===== config.mk =====
export PLATFORM = sky130hd
export DESIGN_NAME = main_control_fsm
export DESIGN_NICKNAME = d
export VERILOG_FILES = /design/src/rtl/main_control_fsm.sv
export SDC_FILE = /design/constraint.sdc
export NUM_CORES = 1
export LEC_CHECK = 0
export ABC_AREA = 1
export CELL_PAD_IN_SITES_DETAIL_PLACEMENT = 1
export CELL_PAD_IN_SITES_GLOBAL_PLACEMENT = 2
export CORE_MARGIN = 4
export CORE_UTILIZATION = 20
export DETAILED_ROUTE_END_ITERATION = 10
export PLACE_DENSITY = 0.78
export SETUP_SLACK_MARGIN = 0.3
export SYNTH_ARGS = -nofsm -noshare
export SYNTH_HDL_FRONTEND = slang
export SYNTH_SLANG_ARGS = --single-unit

===== constraint.sdc =====
create_clock -name clk -period 1.5 [get_ports clk]
set_input_delay 0.45 -clock clk [delete_from_list [all_inputs] [get_ports clk]]
set_output_delay 0.45 -clock clk [all_outputs]
set_load 0.005 [all_outputs]

===== src/rtl/main_control_fsm.sv =====
// -----------------------------------------------------------------------------
// main_control_fsm
//
// Multicycle main control unit for the MIPS datapath. A Moore state machine
// that walks each instruction through fetch, decode, execute, memory and
// write-back. It drives the datapath mux selects and write enables and
// produces the 3-bit ALUop consumed by the ALU control decoder. Every
// memory-access state (FETCH, MEM_RD, MEM_WR) waits on mem_ready.
//
// Ports
//   clk          in   1  clock, all state changes on the rising edge
//   rst          in   1  synchronous, active-high reset
//   opcode       in   6  IR[31:26], only looked at in DECODE
//   mem_ready    in   1  memory completes the current access this cycle
//   PCWrite      out  1  unconditional PC write
//   PCWriteCond  out  1  PC write qualified by ALU zero (beq)
//   IorD         out  1  memory address select: 0 PC, 1 ALUOut
//   MemRead      out  1  memory read strobe
//   MemWrite     out  1  memory write strobe
//   IRWrite      out  1  instruction register load
//   MemtoReg     out  1  register write data: 0 ALUOut, 1 MDR
//   RegDst       out  1  destination register: 0 rt, 1 rd
//   RegWrite     out  1  register file write enable
//   ALUSrcA      out  1  ALU A: 0 PC, 1 regA
//   ALUSrcB      out  2  ALU B: 00 regB, 01 const 4, 10 sext imm, 11 imm<<2
//   PCSource     out  2  PC source: 00 ALU result, 01 ALUOut, 10 jump target
//   ALUop        out  3  000 R-type, 001 sub, 010 slt, 011 add
//   state_out    out  4  current state code (debug)
//   illegal_op   out  1  high for the DECODE cycle of an unknown opcode
// -----------------------------------------------------------------------------
module main_control_fsm (
  input  logic       clk,
  input  logic       rst,
  input  logic [5:0] opcode,
  input  logic       mem_ready,
  output logic       PCWrite,
  output logic       PCWriteCond,
  output logic       IorD,
  output logic       MemRead,
  output logic       MemWrite,
  output logic       IRWrite,
  output logic       MemtoReg,
  output logic       RegDst,
  output logic       RegWrite,
  output logic       ALUSrcA,
  output logic [1:0] ALUSrcB,
  output logic [1:0] PCSource,
  output logic [2:0] ALUop,
  output logic [3:0] state_out,
  output logic       illegal_op
);

  localparam logic [5:0] OP_RTYPE = 6'b000000;
  localparam logic [5:0] OP_ADDI  = 6'b000001;
  localparam logic [5:0] OP_SLTI  = 6'b000010;
  localparam logic [5:0] OP_LW    = 6'b000011;
  localparam logic [5:0] OP_SW    = 6'b000100;
  localparam logic [5:0] OP_BEQ   = 6'b000101;
  localparam logic [5:0] OP_J     = 6'b000110;

  localparam logic [2:0] ALU_RTYPE = 3'b000;
  localparam logic [2:0] ALU_SUB   = 3'b001;
  localparam logic [2:0] ALU_SLT   = 3'b010;
  localparam logic [2:0] ALU_ADD   = 3'b011;

  typedef enum logic [3:0] {
    S_FETCH    = 4'd0,
    S_DECODE   = 4'd1,
    S_MEM_ADDR = 4'd2,
    S_MEM_RD   = 4'd3,
    S_MEM_WB   = 4'd4,
    S_MEM_WR   = 4'd5,
    S_R_EXEC   = 4'd6,
    S_R_WB     = 4'd7,
    S_BRANCH   = 4'd8,
    S_JUMP     = 4'd9,
    S_I_EXEC   = 4'd10,
    S_I_WB     = 4'd11
  } state_t;

  state_t     r_state;
  state_t     w_next_state;
  state_t     w_out_state;
  logic [5:0] r_op_q;

  // State register and decoded-opcode latch; op_q is captured in DECODE so
  // later opcode changes cannot steer the remaining states.
  always_ff @(posedge clk) begin
    if (rst) begin
      r_state <= S_FETCH;
      r_op_q  <= 6'd0;
    end else begin
      r_state <= w_next_state;
      if (r_state == S_DECODE) begin
        r_op_q <= opcode;
      end else begin
        r_op_q <= r_op_q;
      end
    end
  end

  // Next-state logic.
  always_comb begin
    w_next_state = S_FETCH;
    case (r_state)
      S_FETCH: begin
        if (mem_ready) begin
          w_next_state = S_DECODE;
        end else begin
          w_next_state = S_FETCH;
        end
      end
      S_DECODE: begin
        case (opcode)
          OP_RTYPE: w_next_state = S_R_EXEC;
          OP_LW:    w_next_state = S_MEM_ADDR;
          OP_SW:    w_next_state = S_MEM_ADDR;
          OP_ADDI:  w_next_state = S_I_EXEC;
          OP_SLTI:  w_next_state = S_I_EXEC;
          OP_BEQ:   w_next_state = S_BRANCH;
          OP_J:     w_next_state = S_JUMP;
          default:  w_next_state = S_FETCH;
        endcase
      end
      S_MEM_ADDR: begin
        if (r_op_q == OP_LW) begin
          w_next_state = S_MEM_RD;
        end else begin
          w_next_state = S_MEM_WR;
        end
      end
      S_MEM_RD: begin
        if (mem_ready) begin
          w_next_state = S_MEM_WB;
        end else begin
          w_next_state = S_MEM_RD;
        end
      end
      S_MEM_WR: begin
        if (mem_ready) begin
          w_next_state = S_FETCH;
        end else begin
          w_next_state = S_MEM_WR;
        end
      end
      S_R_EXEC: w_next_state = S_R_WB;
      S_I_EXEC: w_next_state = S_I_WB;
      S_MEM_WB: w_next_state = S_FETCH;
      S_R_WB:   w_next_state = S_FETCH;
      S_I_WB:   w_next_state = S_FETCH;
      S_BRANCH: w_next_state = S_FETCH;
      S_JUMP:   w_next_state = S_FETCH;
      default:  w_next_state = S_FETCH;  // unused codes 12-15 recover
    endcase
  end

  // While rst is held the outputs show the FETCH decode even before the
  // first reset edge has moved the state register.
  always_comb begin
    if (rst) begin
      w_out_state = S_FETCH;
    end else begin
      w_out_state = r_state;
    end
  end

  // Moore output decode; only the FETCH write enables and illegal_op look
  // at inputs, and rst masks both.
  always_comb begin
    PCWrite     = 1'b0;
    PCWriteCond = 1'b0;
    IorD        = 1'b0;
    MemRead     = 1'b0;
    MemWrite    = 1'b0;
    IRWrite     = 1'b0;
    MemtoReg    = 1'b0;
    RegDst      = 1'b0;
    RegWrite    = 1'b0;
    ALUSrcA     = 1'b0;
    ALUSrcB     = 2'b00;
    PCSource    = 2'b00;
    ALUop       = ALU_ADD;
    illegal_op  = 1'b0;
    case (w_out_state)
      S_FETCH: begin
        MemRead  = 1'b1;
        ALUSrcB  = 2'b01;
        IRWrite  = mem_ready & ~rst;
        PCWrite  = mem_ready & ~rst;
      end
      S_DECODE: begin
        ALUSrcB = 2'b11;
        case (opcode)
          OP_RTYPE, OP_ADDI, OP_SLTI, OP_LW,
          OP_SW, OP_BEQ, OP_J: illegal_op = 1'b0;
          default:             illegal_op = 1'b1;
        endcase
      end
      S_MEM_ADDR: begin
        ALUSrcA = 1'b1;
        ALUSrcB = 2'b10;
      end
      S_MEM_RD: begin
        IorD    = 1'b1;
        MemRead = 1'b1;
      end
      S_MEM_WB: begin
        MemtoReg = 1'b1;
        RegWrite = 1'b1;
      end
      S_MEM_WR: begin
        IorD     = 1'b1;
        MemWrite = 1'b1;
      end
      S_R_EXEC: begin
        ALUSrcA = 1'b1;
        ALUop   = ALU_RTYPE;
      end
      S_R_WB: begin
        RegDst   = 1'b1;
        RegWrite = 1'b1;
      end
      S_I_EXEC: begin
        ALUSrcA = 1'b1;
        ALUSrcB = 2'b10;
        if (r_op_q == OP_SLTI) begin
          ALUop = ALU_SLT;
        end else begin
          ALUop = ALU_ADD;
        end
      end
      S_I_WB: begin
        RegWrite = 1'b1;
      end
      S_BRANCH: begin
        ALUSrcA     = 1'b1;
        ALUop       = ALU_SUB;
        PCWriteCond = 1'b1;
        PCSource    = 2'b01;
      end
      S_JUMP: begin
        PCWrite  = 1'b1;
        PCSource = 2'b10;
      end
      default: begin
        ALUop = ALU_ADD;
      end
    endcase
  end

  assign state_out = r_state;

endmodule


==> results of run 1 <==
==> logic make-up after synthesis <==
| logic type | Yosys count |
|---|---|
| other cells | 1 |
| simple gates | 83 |
| compound gates | 17 |
| buf+inv | 25 |
| flops | 10 |
==> power groups by stage <==
| stage | Sequential, mW | Combinational [mW] | Clock [mW] |
|---|---|---|---|
| after floorplan | 0.297 | 0.0999 | 0 |
| final | 0.293 | 0.308 | 0.347 |
| after CTS | 0.291 | 0.271 | 0.352 |
| after global routing | 0.295 | 0.337 | 0.368 |
| after detailed placement | 0.297 | 0.222 | 0 |
| after global placement | 0.296 | 0.216 | 0 |
==> state kept, by name (all words and copies together) (netlist names) <==
name / cells
r_op_q: 6
state_out: 4
==> worst min path at each step <==
stage                     slack [ns]  startpoint   endpoint
final                           0.50   r_op_q[4]  r_op_q[4]
after CTS                       0.51   r_op_q[4]  r_op_q[4]
after global placement          0.47   r_op_q[4]  r_op_q[4]
after global routing            0.54   r_op_q[5]  r_op_q[5]
after floorplan                 0.45   r_op_q[4]  r_op_q[4]
after detailed placement        0.48   r_op_q[4]  r_op_q[4]
==> layout make-up <==
type / instances / area [sq um]
clock buffers: 4 / 55.1
inverters: 22 / 110
multi-input cells: 101 / 752
fillers: 466 / 1810
well taps: 48 / 60.1
repair inverters: 1 / 6.26
repair buffers: 88 / 737
flip-flops and latches: 10 / 216
==> cells in the mapped netlist <==
library cell,count,area [sq um]
inv_2,2,7.51
nor2_4,2,22.5
buf_8,1,15.0
inv_1,18,67.6
nand4_1,2,12.5
nand2_1,30,113
buf_2,1,5.00
nor3_1,1,5.00
nor2_1,33,124
o211ai_1,1,7.51
a211oi_1,1,7.51
nand2_4,1,11.3
buf_4,1,7.51
dfxtp_1,10,200
nor3_2,1,10.0
o21ai_0,6,30.0
a22oi_1,1,7.51
a21oi_1,2,10.0
inv_4,1,6.26
nand3_1,12,60.1
clkinv_1,1,3.75
o21ai_1,2,10.0
o22ai_1,1,6.26
a31oi_1,1,6.26
conb_1,1,3.75
nand2_2,1,6.26
a211oi_2,2,25.0
==> worst max-delay path: stages (launching register included) <==
cell and delay, ns:
dfxtp_4 0.36, nor2_4 0.13, buf_4 0.13, buf_4 0.12, nand3_4 0.09, o22ai_2 0.11
buf_2 0.13
==> routing by layer <==
| layer | vias up | share of wire, % | wire [microns] | GRT usage, % |
|---|---|---|---|---|
| li1 | 613 | - | - | - |
| met1 | 581 | 36 | 1460 | 14.6 |
| met2 | 29 | 60 | 2480 | 32.3 |
| met3 | 7 | 3.0 | 122 | 2.56 |
| met4 | 0 | 1.2 | 51 | 4.18 |
| met5 | - | 0 | 0 | 0 |
==> what timing repair did <==
action                                  4_1_cts  5_1_grt
endpoints found under the setup margin       31       31
endpoints found under the hold margin         0        0
setup buffers                                14        9
pin swaps                                    16       11
resized for setup                           149       38
gates cloned                                  1        0
==> impl_metrics.env, run 1 <==
export IMPL_run_status="complete, but fails checks"
export IMPL_failed_checks="negative setup slack"
export IMPL_detail_route_first_pass_iterations=3
export IMPL_clockRootBuffer="clkbuf_8"
export IMPL_holdBufCountCts=0
export IMPL_synth_compound_area_share_pct=13.9
export IMPL_hold_viol=0
export IMPL_period_share_pct=118
export IMPL_num_nets_final=236
export IMPL_placementRows=22
export IMPL_die_w_microns=70.9
export IMPL_viasPerCell=4.49
export IMPL_critPathRequiredTime_ns=1.05
export IMPL_initialDrtViolationCount=19
export IMPL_timing_hold_ws_ns=0.499
export IMPL_dieArea_sq_um=5020
export IMPL_crit_start="state_out[3]"
export IMPL_routed_wl_microns=4110
export IMPL_ir_drop_uv=355
export IMPL_reg2reg_slack_ns=-0.03
export IMPL_worst_hold_path_type="register to register"
export IMPL_placedCellCount=246
export IMPL_num_vias=1230
export IMPL_setup_viol=18
export IMPL_clk_insertion_delay_late_ns=0.24
export IMPL_clk_path_buf_depth=2
export IMPL_crit_end="PCWrite"
export IMPL_fin_worst_skew_ns=0.00505
export IMPL_synth_distinct_cells=27
export IMPL_synth_warnings=0
export IMPL_leakage_nw=0.969
export IMPL_place_gp_congestion=0.851
export IMPL_syn_cell_area_sq_um=791
export IMPL_fin_ws_ns=-0.269
export IMPL_wl_per_cell_microns=15.0
export IMPL_numClockSinks=10
export IMPL_worstSetupEndpointType="output port"
export IMPL_avgSynthCellArea_sq_um=5.81
export IMPL_synth_xor_area_share_pct=0
export IMPL_cp_arrival_ns=1.32
export IMPL_min_period_ns=1.77
export IMPL_synthMuxAreaShare_pct=0
export IMPL_synth_nets=145
export IMPL_final_core_util_pct=51.7
export IMPL_yosys_register_bits=10
export IMPL_seq_area_frac_synth_pct=25.3
export IMPL_overflow=0
export IMPL_cap_violations=0
export IMPL_max_freq_mhz=565
export IMPL_start_util_pct=21.1
export IMPL_fin_cells=274
export IMPL_path_clk_slew_ns=0.05
export IMPL_post_dp_cell_area_sq_um=1470
export IMPL_worstRegToRegCells=12
export IMPL_slew_viol_final=0
export IMPL_tritoncts="yes"
export IMPL_core_sq_um=3740
export IMPL_final_cell_mix="buf_4, buf_6, nand2_1"
export IMPL_power_density_nw_per_um2=489
export IMPL_final_common_cell="buf_4"
export IMPL_power_frac_seq_pct=30.9
export IMPL_syn_instance_count=136
export IMPL_synth_fa_ha_area_share_pct=0
export IMPL_startpoint_type="register"
export IMPL_crit_type="register to output port"
export IMPL_power_switching_mw=0.285
export IMPL_grt_pass1_vias=1347
export IMPL_grt_usage_pct=15.3
export IMPL_die_y_microns=70.9
export IMPL_crit_fanout=5
export IMPL_finalPower_mw=0.948
export IMPL_internal_power_mw=0.663
export IMPL_drc=0
export IMPL_synth_top_family_by_area="simple AND/OR/NAND/NOR gates"
export IMPL_numPortBuffers=29
export IMPL_rsz0062_at_grt="yes"
export IMPL_r2r_end="state_out[0]"
export IMPL_fin_area_sq_um=1940
export IMPL_antenna_found_initial=0
export IMPL_hold_depth=2
export IMPL_dp_slack_ns=-0.909
export IMPL_io_pins=31
export IMPL_pwr_share_comb_pct=32.5
export IMPL_h_tree_depth=1
export IMPL_swShare_pct=30.1
export IMPL_postRouteAntennaNets=0
export IMPL_cts_buffers=3
export IMPL_antenna_cells=0
export IMPL_drive_above_1_share_pct=66.8
export IMPL_dp_hpwl_microns=2660
export IMPL_r2r_start="state_out[3]"
export IMPL_finalSetupTns_ns=-3.01
export IMPL_grt_max_degree=7
export IMPL_p_clk_share_pct=36.6
export IMPL_grt_pass1_wl_microns=6110
export IMPL_area_growth_pct=145
export IMPL_yosys_area_share_simple_pct=46.0
Power figures use the tool's default switching activity.
==> inputs of run 2 (changes only) <==
--- a/config.mk
+++ b/config.mk
@@ -10,9 +10,11 @@
 export CELL_PAD_IN_SITES_GLOBAL_PLACEMENT = 2
 export CORE_MARGIN = 4
 export CORE_UTILIZATION = 20
+export CTS_CLUSTER_DIAMETER = 80
 export DETAILED_ROUTE_END_ITERATION = 10
 export PLACE_DENSITY = 0.78
 export SETUP_SLACK_MARGIN = 0.3
+export SKIP_CTS_REPAIR_TIMING = 1
 export SYNTH_ARGS = -nofsm -noshare
 export SYNTH_HDL_FRONTEND = slang
 export SYNTH_SLANG_ARGS = --single-unit
==> run 2 against run 1 <==
Compared with the run above: register-to-register slack better by 0.13 ns; routed wire length shrank 12%; combinational power is 11% lower; sequential cell count unchanged; largest cell class unchanged; the flow still finishes with violations (negative setup slack); cell area shrank 7.4%; critical path depth fell by 1; final cell count shrank 3.6%; die area did not move.
==> impl_metrics.env, run 2 (synthesized netlist as in run 1, its figures left out) <==
export IMPL_run_status="complete, but fails checks"
export IMPL_failed_checks="negative setup slack"
export IMPL_fin_ws_ns=-0.303
export IMPL_die_y_microns=70.9
export IMPL_slew_viol_final=0
export IMPL_largest_register="r_op_q"
export IMPL_grt_pass1_vias=1147
export IMPL_startpoint_type="register"
export IMPL_fin_worst_skew_ns=0.00303
export IMPL_cp_arrival_ns=1.35
export IMPL_dp_hpwl_microns=2660
export IMPL_drc=0
export IMPL_min_period_ns=1.80
export IMPL_path_clk_slew_ns=0.05
export IMPL_grt_usage_pct=12.4
export IMPL_setup_viol=17
export IMPL_worst_hold_path_type="register to register"
export IMPL_dieArea_sq_um=5020
export IMPL_io_pins=31
export IMPL_crit_fanout=5
export IMPL_postRouteAntennaNets=0
export IMPL_hold_viol=0
export IMPL_h_tree_depth=1
export IMPL_detail_route_first_pass_iterations=4
export IMPL_critPathRequiredTime_ns=1.05
export IMPL_cap_violations=0
export IMPL_start_util_pct=21.1
export IMPL_cts_buffers=3
export IMPL_placedCellCount=246
export IMPL_max_freq_mhz=555
export IMPL_tritoncts="yes"
export IMPL_final_common_cell="buf_4"
export IMPL_leakage_nw=0.949
export IMPL_overflow=0
export IMPL_worstSetupEndpointType="output port"
export IMPL_numPortBuffers=29
export IMPL_numClockSinks=10
export IMPL_num_vias=1172
export IMPL_area_growth_pct=127
export IMPL_antenna_cells=0
export IMPL_min_from="r_op_q[4]"
export IMPL_ir_drop_uv=325
export IMPL_fin_cells=264
export IMPL_r2r_start="state_out[3]"
export IMPL_fillCellCount=480
export IMPL_largest_reg_flops=6
export IMPL_num_nets_final=226
export IMPL_core_sq_um=3740
export IMPL_clockRootBuffer="clkbuf_8"
export IMPL_placementRows=22
export IMPL_seq_area_sq_um=216
export IMPL_wl_per_cell_microns=13.7
export IMPL_crit_start="state_out[2]"
export IMPL_period_share_pct=120
export IMPL_clk_path_buf_depth=2
export IMPL_initialDrtViolationCount=25
export IMPL_drive_above_1_share_pct=63.4
export IMPL_clk_insertion_delay_late_ns=0.24
export IMPL_reg2reg_slack_ns=0.10
export IMPL_multiInputGateArea_sq_um=717
export IMPL_rsz0062_at_grt="yes"
export IMPL_final_cell_mix="buf_4, nand2_1, nor2_1"
export IMPL_routed_wl_microns=3610
export IMPL_crit_type="register to output port"
export IMPL_antenna_found_initial=0
export IMPL_finalPower_mw=0.911
export IMPL_viasPerCell=4.44
export IMPL_place_gp_congestion=0.851
export IMPL_die_w_microns=70.9
export IMPL_power_density_nw_per_um2=508
export IMPL_grt_max_degree=12
export IMPL_grt_pass1_wl_microns=5000
run 2: cell count changes in the layout (fill, tap and decap cells not counted), sizes merged:
cell / previous run / this run
dlymetal6s2s: 0 / 8
dlygate4sd2: 5 / 0
clkbuf: 4 / 8
clkdlybuf4s15: 4 / 0
buf: 79 / 66
inv: 21 / 22
clkinv: 2 / 1
run 2: final cells by class:
class	count	share of cell area (%)
inverters	22	5.72
flip-flops and latches	10	12.1
well taps	48	3.35
repair inverters	1	0.349
multi-input cells	101	40.0
repair buffers	78	35.5
clock buffers	4	3.07
run 2: layer usage:
layer / track usage [%] / vias to the layer above / wire length [microns]
met5: 0 / - / 0
met4: 4.59 / 0 / 45
met3: 2.13 / 6 / 112
met2: 23.7 / 30 / 2090
met1: 13.4 / 543 / 1360
li1: - / 593 / -
run 2: worst paths after layout:
path | endpoint | cells after the start
worst max-delay path | illegal_op | 5
worst min register to register | r_op_q[4] | 2
worst min-delay path | r_op_q[4] | 2
worst max register to register | state_out[0] | 11
run 2: report_power, final:
part           internal (mW)  switching [mW]  leakage [nW]  total [mW]
registers              0.276          0.0156        0.0853       0.292
logic                  0.135           0.140         0.835       0.275
clock network          0.231           0.113        0.0288       0.344
run 2: through the flow:
stage	area, sq um	setup slack [ns]	hold WS (ns)	util, %	TNS [ns]
6_report	1790	-0.303	0.500	47.9	-2.80
5_1_grt	1790	-0.380	0.538	47.9	-3.82
4_1_cts	1530	-0.925	0.489	40.8	-14.52
3_5_place_dp	1470	-0.909	0.475	39.3	-14.62
3_3_place_gp	1470	-0.894	0.470	39.3	-14.08
2_1_floorplan	873	0.163	0.455	-	0
run 2: worst max-delay path, stage by stage, from the launching register on:
cell and delay [ns]:
dfxtp_4 0.36, nor2_4 0.14, nand4_1 0.14, buf_4 0.17, a211oi_2 0.17, buf_2 0.14
